**config.mk**
```make
export PLATFORM = sky130hd
export DESIGN_NAME = conv_enc_frame_ctrl
export DESIGN_NICKNAME = d
export VERILOG_FILES = /design/src/rtl/conv_enc_pkg.sv /design/src/rtl/conv_enc_k3.sv /design/src/rtl/conv_enc_frame_ctrl.sv
export SDC_FILE = /design/constraint.sdc
export NUM_CORES = 1
export LEC_CHECK = 0
export CAP_MARGIN = 10
export CORE_MARGIN = 2
export CORE_UTILIZATION = 40
export DETAILED_ROUTE_END_ITERATION = 8
export PLACE_DENSITY = 0.65
export SETUP_SLACK_MARGIN = 0.4
export SYNTH_ARGS = -nofsm -noshare
export SYNTH_HDL_FRONTEND = slang
export SYNTH_SLANG_ARGS = --single-unit
```
**constraint.sdc**
```tcl
create_clock -name clk -period 2.49 [get_ports clk]
set_clock_uncertainty 0.15 [all_clocks]
set_input_delay 0.6225 -clock clk [delete_from_list [all_inputs] [get_ports clk]]
set_output_delay 0.6225 -clock clk [all_outputs]
set_load 0.03 [all_outputs]
```
**src/rtl/conv_enc_pkg.sv**
```systemverilog
// Shared definitions for the rate-1/2, K=3 (7/5 octal) convolutional encoder
// and its frame sequencer: code constants, FSM state type and the trellis step.
package conv_enc_pkg;

   localparam int         K  = 3;
   localparam logic [2:0] G0 = 3'b111;
   localparam logic [2:0] G1 = 3'b101;

   typedef enum logic [1:0] {
      IDLE   = 2'd0,
      ENCODE = 2'd1,
      TAIL   = 2'd2,
      DONE   = 2'd3
   } fsm_state_t;

   typedef struct packed {
      logic [1:0] sym;   // {g0, g1}
      logic [1:0] next;  // next trellis state {s1, s0}
   } enc_step_t;

   // One trellis step: taps are {u, s1, s0}, masked by each generator and reduced.
   function automatic enc_step_t enc_step(input logic [1:0] state, input logic u);
      logic [2:0] taps;
      enc_step_t  res;
      taps     = {u, state};
      res.sym  = {^(taps & G0), ^(taps & G1)};
      res.next = {u, state[1]};
      return res;
   endfunction

endpackage

```
**src/rtl/conv_enc_k3.sv**
```systemverilog
// Two-bit trellis register of the K=3 encoder. The symbol for the current
// input is combinational; the state advances only when en is high.
module conv_enc_k3
   import conv_enc_pkg::*;
(
   input  logic       clk,
   input  logic       rst_n,
   input  logic       clr,
   input  logic       en,
   input  logic       u,
   output logic [1:0] sym,
   output logic [1:0] state
);

   logic [1:0] state_r;
   enc_step_t  step_s;

   // Evaluate the trellis step for the present state and input bit.
   always_comb begin
      step_s = enc_step(state_r, u);
   end

   // Trellis state register: clear wins over advance, otherwise hold.
   always_ff @(posedge clk or negedge rst_n) begin
      if (!rst_n) begin
         state_r <= 2'b00;
      end else if (clr) begin
         state_r <= 2'b00;
      end else if (en) begin
         state_r <= step_s.next;
      end else begin
         state_r <= state_r;
      end
   end

   assign sym   = step_s.sym;
   assign state = state_r;

endmodule

```
**src/rtl/conv_enc_frame_ctrl.sv**
```systemverilog
// Frame sequencer: latches a parallel frame, feeds it bit by bit (bit 0 first)
// through the K=3 encoder under a valid/ready handshake, appends the zero tail
// that returns the trellis to 00, and collects the packed code word.
module conv_enc_frame_ctrl
   import conv_enc_pkg::*;
#(
   parameter  int FRAME_LEN = 6,
   localparam int TAIL_LEN  = K - 1,
   localparam int OUT_W     = 2 * (FRAME_LEN + TAIL_LEN)
) (
   input  logic                 clk,
   input  logic                 rst_n,
   input  logic                 start,
   input  logic [FRAME_LEN-1:0] frame_in,
   output logic                 busy,
   output logic                 sym_valid,
   input  logic                 sym_ready,
   output logic [1:0]           sym_data,
   output logic                 done,
   output logic [OUT_W-1:0]     code_word
);

   localparam int CNT_W = $clog2(FRAME_LEN + TAIL_LEN + 1);
   localparam logic [CNT_W-1:0] LAST_INFO = CNT_W'(FRAME_LEN - 1);
   localparam logic [CNT_W-1:0] LAST_TAIL = CNT_W'(FRAME_LEN + TAIL_LEN - 1);

   fsm_state_t           state_r;
   fsm_state_t           next_s;
   logic [FRAME_LEN-1:0] frame_r;
   logic [CNT_W-1:0]     bit_cnt_r;
   logic [OUT_W-1:0]     code_word_r;
   logic                 accept_s;
   logic                 hs_s;
   logic                 u_s;
   logic [1:0]           sym_s;
   logic [1:0]           enc_state_s;

   assign accept_s  = (state_r == IDLE) && start;
   assign sym_valid = (state_r == ENCODE) || (state_r == TAIL);
   assign hs_s      = sym_valid && sym_ready;
   assign busy      = (state_r != IDLE);
   assign done      = (state_r == DONE);
   assign code_word = code_word_r;
   // Symbol depends only on registered state; sym_ready never reaches it.
   assign sym_data  = sym_valid ? sym_s : 2'b00;

   // Select the information bit under bit_cnt; tail and idle feed zeros.
   always_comb begin
      u_s = 1'b0;
      if (state_r == ENCODE) begin
         for (int i = 0; i < FRAME_LEN; i++) begin
            u_s = u_s | (frame_r[i] & (bit_cnt_r == CNT_W'(i)));
         end
      end else begin
         u_s = 1'b0;
      end
   end

   conv_enc_k3 u_enc (
      .clk   (clk),
      .rst_n (rst_n),
      .clr   (accept_s),
      .en    (hs_s),
      .u     (u_s),
      .sym   (sym_s),
      .state (enc_state_s)
   );

   // FSM state register.
   always_ff @(posedge clk or negedge rst_n) begin
      if (!rst_n) begin
         state_r <= IDLE;
      end else begin
         state_r <= next_s;
      end
   end

   // Next-state logic: leave each phase on the handshake of its last bit.
   always_comb begin
      next_s = state_r;
      case (state_r)
         IDLE: begin
            if (start) next_s = ENCODE;
            else       next_s = IDLE;
         end
         ENCODE: begin
            if (hs_s && (bit_cnt_r == LAST_INFO)) next_s = TAIL;
            else                                  next_s = ENCODE;
         end
         TAIL: begin
            if (hs_s && (bit_cnt_r == LAST_TAIL)) next_s = DONE;
            else                                  next_s = TAIL;
         end
         DONE:    next_s = IDLE;
         default: next_s = IDLE;
      endcase
   end

   // Frame latch, bit counter and code-word shifter; all hold under backpressure.
   always_ff @(posedge clk or negedge rst_n) begin
      if (!rst_n) begin
         frame_r     <= '0;
         bit_cnt_r   <= '0;
         code_word_r <= '0;
      end else if (accept_s) begin
         frame_r     <= frame_in;
         bit_cnt_r   <= '0;
         code_word_r <= '0;
      end else if (hs_s) begin
         frame_r     <= frame_r;
         bit_cnt_r   <= bit_cnt_r + CNT_W'(1);
         code_word_r <= {code_word_r[OUT_W-3:0], sym_s};
      end else begin
         frame_r     <= frame_r;
         bit_cnt_r   <= bit_cnt_r;
         code_word_r <= code_word_r;
      end
   end

endmodule
```
**Word-level counts from Yosys, hierarchy flattened**

Cells that the tools add are included.

- Bits in registers: 30
- Bits of input ports: 10
- Output and inout port bits: 21
- Logic and storage cells: 49

- $add $sub $neg: 1
- Equality and inequality tests: 9
- Multiplexer cells: 12
- Bitwise operators: 11
- Reduce and logical (&&, ||, !) cells: 11

Operator list:

| operator | count |
|---|---|
| $mux 16 | 2 |
| $eq 4x3->1 const B | 3 |
| $eq 4x2->1 const B | 2 |
| $mux 2 | 4 |
| $mux 4 | 2 |
| $pmux 2 s4 | 1 |
| $and 1x1->1 | 6 |
| $reduce_xor 3->1 | 2 |
| $or 1x1->1 | 5 |
| $add 4x1->4 const B | 1 |
| $eq 2x2->1 const B | 2 |
| $eq 4x1->1 const B | 1 |
| $logic_and 1x1->1 | 4 |
| $logic_not 4->1 | 1 |
| $reduce_bool 2->1 | 2 |
| $mux 1 | 3 |
| $eq 2x1->1 const B | 1 |
| $logic_not 2->1 | 1 |
| $logic_or 1x1->1 | 1 |

**Depth between registers and ports, before layout**

- Depth after elaboration: 11
- Mapped depth: 8
- Depth with buffers taken out: 6

**Hierarchy**

A second synthesis with hierarchy kept.

- Cell total of the unflattened synthesis: 152
- Area total of the unflattened synthesis: 1407.6 sq um

By module, submodules not included:

| module | instances | cells an instance | area an instance (sq um) | seq. area each (sq um) |
|---|---|---|---|---|
| conv_enc_frame_ctrl | 1 | 144 | 1312.5 | 700.7 |
| conv_enc_k3 | 1 | 8 | 95.1 | 50.0 |

**Worst setup path before layout**

OpenSTA, ideal clock, no wires.

- Path kind: reg-to-output
- Start point: register bit_cnt_r[0]
- End point: output sym_data[1]
- Data arrival time: 2.073 ns
- Required time: 1.717 ns
- Setup slack: -0.355 ns
- Stages on the path, launching flop included: 7
- Path buffers: 0
- Path through: dfrtp_1 -> inv_1 -> ha_1 -> a222oi_1 -> nand2_2 -> a31o_2 -> a21boi_0

- Longest elaborated chain between the ends: 10
- Elaborated cells between the ends (all ways): 20
- Those cells by class: eq/ne (5); mux (2); bitwise (11); reduce/logical (2)

RTL lines:

| what | RTL line | text |
|---|---|---|
| start: declaration | conv_enc_frame_ctrl.sv:30 | `logic [CNT_W-1:0] bit_cnt_r;` |
| start signal: assignment | conv_enc_frame_ctrl.sv:111 | `bit_cnt_r <= bit_cnt_r + CNT_W'(1);` |
| start signal: assignment | conv_enc_frame_ctrl.sv:115 | `bit_cnt_r <= bit_cnt_r;` |
| $eq 4x1->1 or $logic_not 4->1 (tied branches) | conv_enc_frame_ctrl.sv:52 | `u_s = u_s \| (frame_r[i] & (bit_cnt_r == CNT_W'(i)));` |
| $and 1x1->1 | conv_enc_frame_ctrl.sv:52 |  |
| $or 1x1->1 (4 in a row) | conv_enc_frame_ctrl.sv:52 |  |
| $or 1x1->1 (*) | conv_enc_frame_ctrl.sv:52 |  |
| $mux 1 (*) | conv_enc_frame_ctrl.sv:50 | `if (state_r == ENCODE) begin` |
| $reduce_xor 3->1 (*) | conv_enc_pkg.sv:26 | `res.sym = {^(taps & G0), ^(taps & G1)};` |
| $mux 2 (*) | conv_enc_frame_ctrl.sv:45 | `assign sym_data = sym_valid ? sym_s : 2'b00;` |
| end: declaration | conv_enc_frame_ctrl.sv:18 | `output logic [1:0] sym_data,` |

Every way passes the cells marked *; elsewhere a longest branch is shown, timed or not.

**Worst setup path in the final report**

- Start point: register bit_cnt_r[0]
- End point: output sym_data[0]

The elaborated chain is that of the path after synthesis.

==> flow_metrics.py <==
metrics = {
    "clock_network": {
        "clk_path_buf_depth": 2,
        "cts_buffers": 5,
        "path_clk_slew_ns": 0.06,
        "hold_buffers": 0,
        "cts_tree": "done",
        "cts.sinks": 30,
        "clk_latency_ns": 0.28,
        "htreeDepth": 2,
        "cts_root_buf": "clkbuf_8",
    },
    "final_layout": {
        "nets": 219,
        "n_fill_cell": 327,
        "stdcell_area_um2": 2115,
        "antenna_cells": 0,
        "drive_gt1_frac": 0.2736,
        "register_area_um2": 752.0,
        "multi_input_comb_area_um2": 749.5,
        "instances_no_fill": 249,
        "final_util": 0.5864,
        "area_growth_syn_to_layout_pct": 42.50,
    },
    "critical_path": {
        "critical_path_buf_inv_count": 2,
        "reg2reg_depth": 8,
        "cp_max_fo": 4,
        "arrival_ns": 2.08,
        "endpoint_kind": "output pin",
        "cp_top_family": "compound AO/OA/AOI/OAI gates",
        "crit_path_start_kind": "flop",
        "critPathSlowestCell": "a222oi_1",
        "r2r_end": "code_word[1]",
        "crit_chain": "inv_2, ha_4, a222oi_1, nand2_2, a211o_1, and2_4, buf_6",
        "timing.rr.start": "bit_cnt_r[0]",
        "cp_data_required_time_ns": 1.72,
        "reg2reg_slack_ns": 0.20,
        "critPathMaxStageDelay_ns": 0.45,
        "worstSetupPathType": "reg -> out",
    },
    "pwr": {
        "p_int_mw": 1.492,
        "ir_drop_uv": 466.6,
        "power_frac_comb": 0.513,
        "seqPwrFrac": 0.302,
        "clkPwrFrac": 0.185,
        "netSwitchingFraction": 0.3935,
        "p_leak_nw": 1.028,
        "pwr_density_cell_nw_per_um2": 1163,
        "switching_power_uw": 967.9,
    },
    "status": {
        "status": "finished, violations left",
        "violations": "setup timing",
    },
    "sta": {
        "rsz0062_at_grt": "true",
        "finalSetupViolations": 2,
        "tightest_slew_ns": 0.4503,
        "finalMaxSlewViolations": 0,
        "period_needed_ns": 2.857,
        "timing.final.crit_share": 1.147,
        "max-slew-margin-rel": 0.6980,
        "hold_violations": 0,
        "max_freq_mhz": 350.1,
        "fin_ws_ns": -0.3665,
        "fin_tns_setup_ns": -0.6651,
    },
    "worst_hold_path": {
        "whs_path_depth": 2,
        "timing.hold.worst.start": "code_word[15]",
        "hold_end": "code_word[15]",
        "worstHoldPathType": "reg -> reg",
    },
    "route": {
        "vias": 1250,
        "drc": 0,
        "routedWlPerCell_um": 13.90,
        "drt_wl_total_um": 3461,
        "via_per_inst": 5.020,
        "drtIter0Drc": 72,
        "drt_first_pass_iters": 4,
        "drtAntennaViolNets": 0,
    },
    "placement": {
        "numPlacedInstances": 236,
        "dpl.hpwl_um": 2402,
        "place_ws_ns": -0.1413,
        "finalWeightedCongestion": 0.8558,
        "port_buffers": 30,
        "placed_area_um2": 1933,
    },
    "grt": {
        "track_usage": 0.1890,
        "grt_pass1_wl_um": 5996,
        "grt_pass1_vias": 1342,
        "grt_max_degree": 31,
        "grt-ovfl-total": 0,
        "antenna_found_initial": 0,
    },
    "floorplanning": {
        "die_x_um": 64.91,
        "core_area_um2": 3606,
        "fp.dieH_um": 64.91,
        "fp.dieArea_um2": 4213,
        "io_pins": 31,
        "initial_core_util": 0.4115,
        "num_rows": 22,
    },
    "logic_synthesis": {
        "syn_area_um2": 1484,
        "yosysUniqueCellTypes": 33,
        "yosys_warnings": 0,
        "synth.area.top_cells": "dfrtp_1 51%, nand2_1 9.6%, ha_1 7.6%, a21oi_1 6.1%, mux2_2 5.3%",
        "yosysTopAreaCellShare": 0.5059,
        "syn_area_per_cell_um2": 9.827,
        "syn_nets": 170,
        "ys_seq_elements": 30,
        "yosysTopAreaCell": "dfrtp_1",
        "synth_seq_area_share": 0.5059,
        "postSynthCellCount": 151,
    },
    "run": {
        "maxCapViolations": 0,
    },
}
==> Yosys cell counts, drive strengths merged <==
library cell / instances
a2111oi: 3
a211o: 1
a211oi: 1
a21boi: 3
a21oi: 18
a222oi: 1
a22o: 1
a31o: 1
a32o: 1
and2: 3
and3: 2
clkbuf: 7
dfrtp: 30
ha: 9
inv: 5
mux2: 7
nand2: 39
nand2b: 1
nand4: 3
nand4b: 1
nor2: 5
nor2b: 1
nor3: 1
nor3b: 1
o22ai: 1
or2b: 1
xnor2: 2
xor2: 2
==> per-layer routing <==
layer | global-route usage | wire length, um | vias up | part of all wire
li1 | - | - | 611 | -
met5 | 0 | 0 | - | 0
met2 | 0.3119 | 1688 | 29 | 0.49
met4 | 0.07181 | 74 | 0 | 0.021
met3 | 0.05729 | 164 | 9 | 0.047
met1 | 0.2314 | 1534 | 601 | 0.44
==> cell type report <==
cell class | instances | share of cell area
inverters | 5 | 0.008876
multi-input cells | 109 | 0.3544
well taps | 48 | 0.02840
repair buffers | 49 | 0.2006
flip-flops and latches | 30 | 0.3556
clock buffers | 8 | 0.05207
==> worst min-delay path, delay by kind of cell (launching register included) <==
family / cells / cell delay [ns]
simple gates: 1 / 0.06
flops: 1 / 0.37
compound gates: 1 / 0.06
==> kinds of logic after synthesis <==
family / Yosys count / share of synthesized area
AND/OR/NAND/NOR: 58 / 0.1762
AO/OA/AOI/OAI: 31 / 0.1349
flip-flops: 30 / 0.5059
buffers and inverters: 12 / 0.03036
adder cells (fa/ha/maj): 9 / 0.07589
multiplexers: 7 / 0.05312
XOR/XNOR: 4 / 0.02361
==> registers in the layout (all words and copies together) (netlist names), named ones only <==
register / flops
bit_cnt_r: 4
u_enc.state: 2
state_r: 1
frame_r: 6
code_word: 16
==> worst max path at each step <==
stage	startpoint	endpoint	slack [ns]	depth (start not counted)
6_report	bit_cnt_r[0]	sym_data[0]	-0.37	7
5_1_grt	bit_cnt_r[0]	sym_data[0]	-0.45	7
4_1_cts	bit_cnt_r[0]	sym_data[0]	-0.35	7
3_5_place_dp	bit_cnt_r[0]	sym_data[0]	-0.14	7
3_3_place_gp	bit_cnt_r[0]	sym_data[0]	-0.08	7
2_1_floorplan	bit_cnt_r[0]	sym_data[1]	0.07	6
==> through the flow <==
| step | total power, mW | hold WS (ns) |
|---|---|---|
| after floorplan | 1.428 | 0.1769 |
| after global placement | 1.797 | 0.3635 |
| after detailed placement | 1.836 | 0.3742 |
| after CTS | 2.419 | 0.3831 |
| after global routing | 2.620 | 0.4116 |
| final | 2.460 | 0.3792 |
==> power groups by stage <==
stage	Sequential, mW	Combinational, mW	Clock, mW
global route	0.763	1.36	0.493
detailed placement	0.741	1.09	0
finish	0.742	1.26	0.455
floorplan	0.803	0.625	0
global placement	0.735	1.06	0
CTS	0.741	1.21	0.467
==> cell usage in the layout, fill, tap and decap left out, types with 3 or more instances in the layout <==
| master | Yosys | routed |
|---|---|---|
| buf_6 | 0 | 3 |
| clkdlybuf4s50_1 | 0 | 9 |
| ha_1 | 9 | 6 |
| inv_2 | 0 | 3 |
| nor2_1 | 5 | 5 |
| dlygate4sd2_1 | 0 | 14 |
| mux2_2 | 7 | 7 |
| nand4_1 | 3 | 3 |
| buf_4 | 0 | 19 |
| clkbuf_8 | 0 | 8 |
| a21oi_1 | 18 | 18 |
| dfrtp_1 | 30 | 29 |
| nand2_1 | 38 | 38 |
==> timing repair <==
action                                 CTS  global route
endpoints found under the hold margin    0             0
setup endpoints to repair               21            10
gates resized for setup                 42             7
pin swaps                                5             3
setup buffers                            3             2
Note: power is estimated with default switching activity, not from simulation.
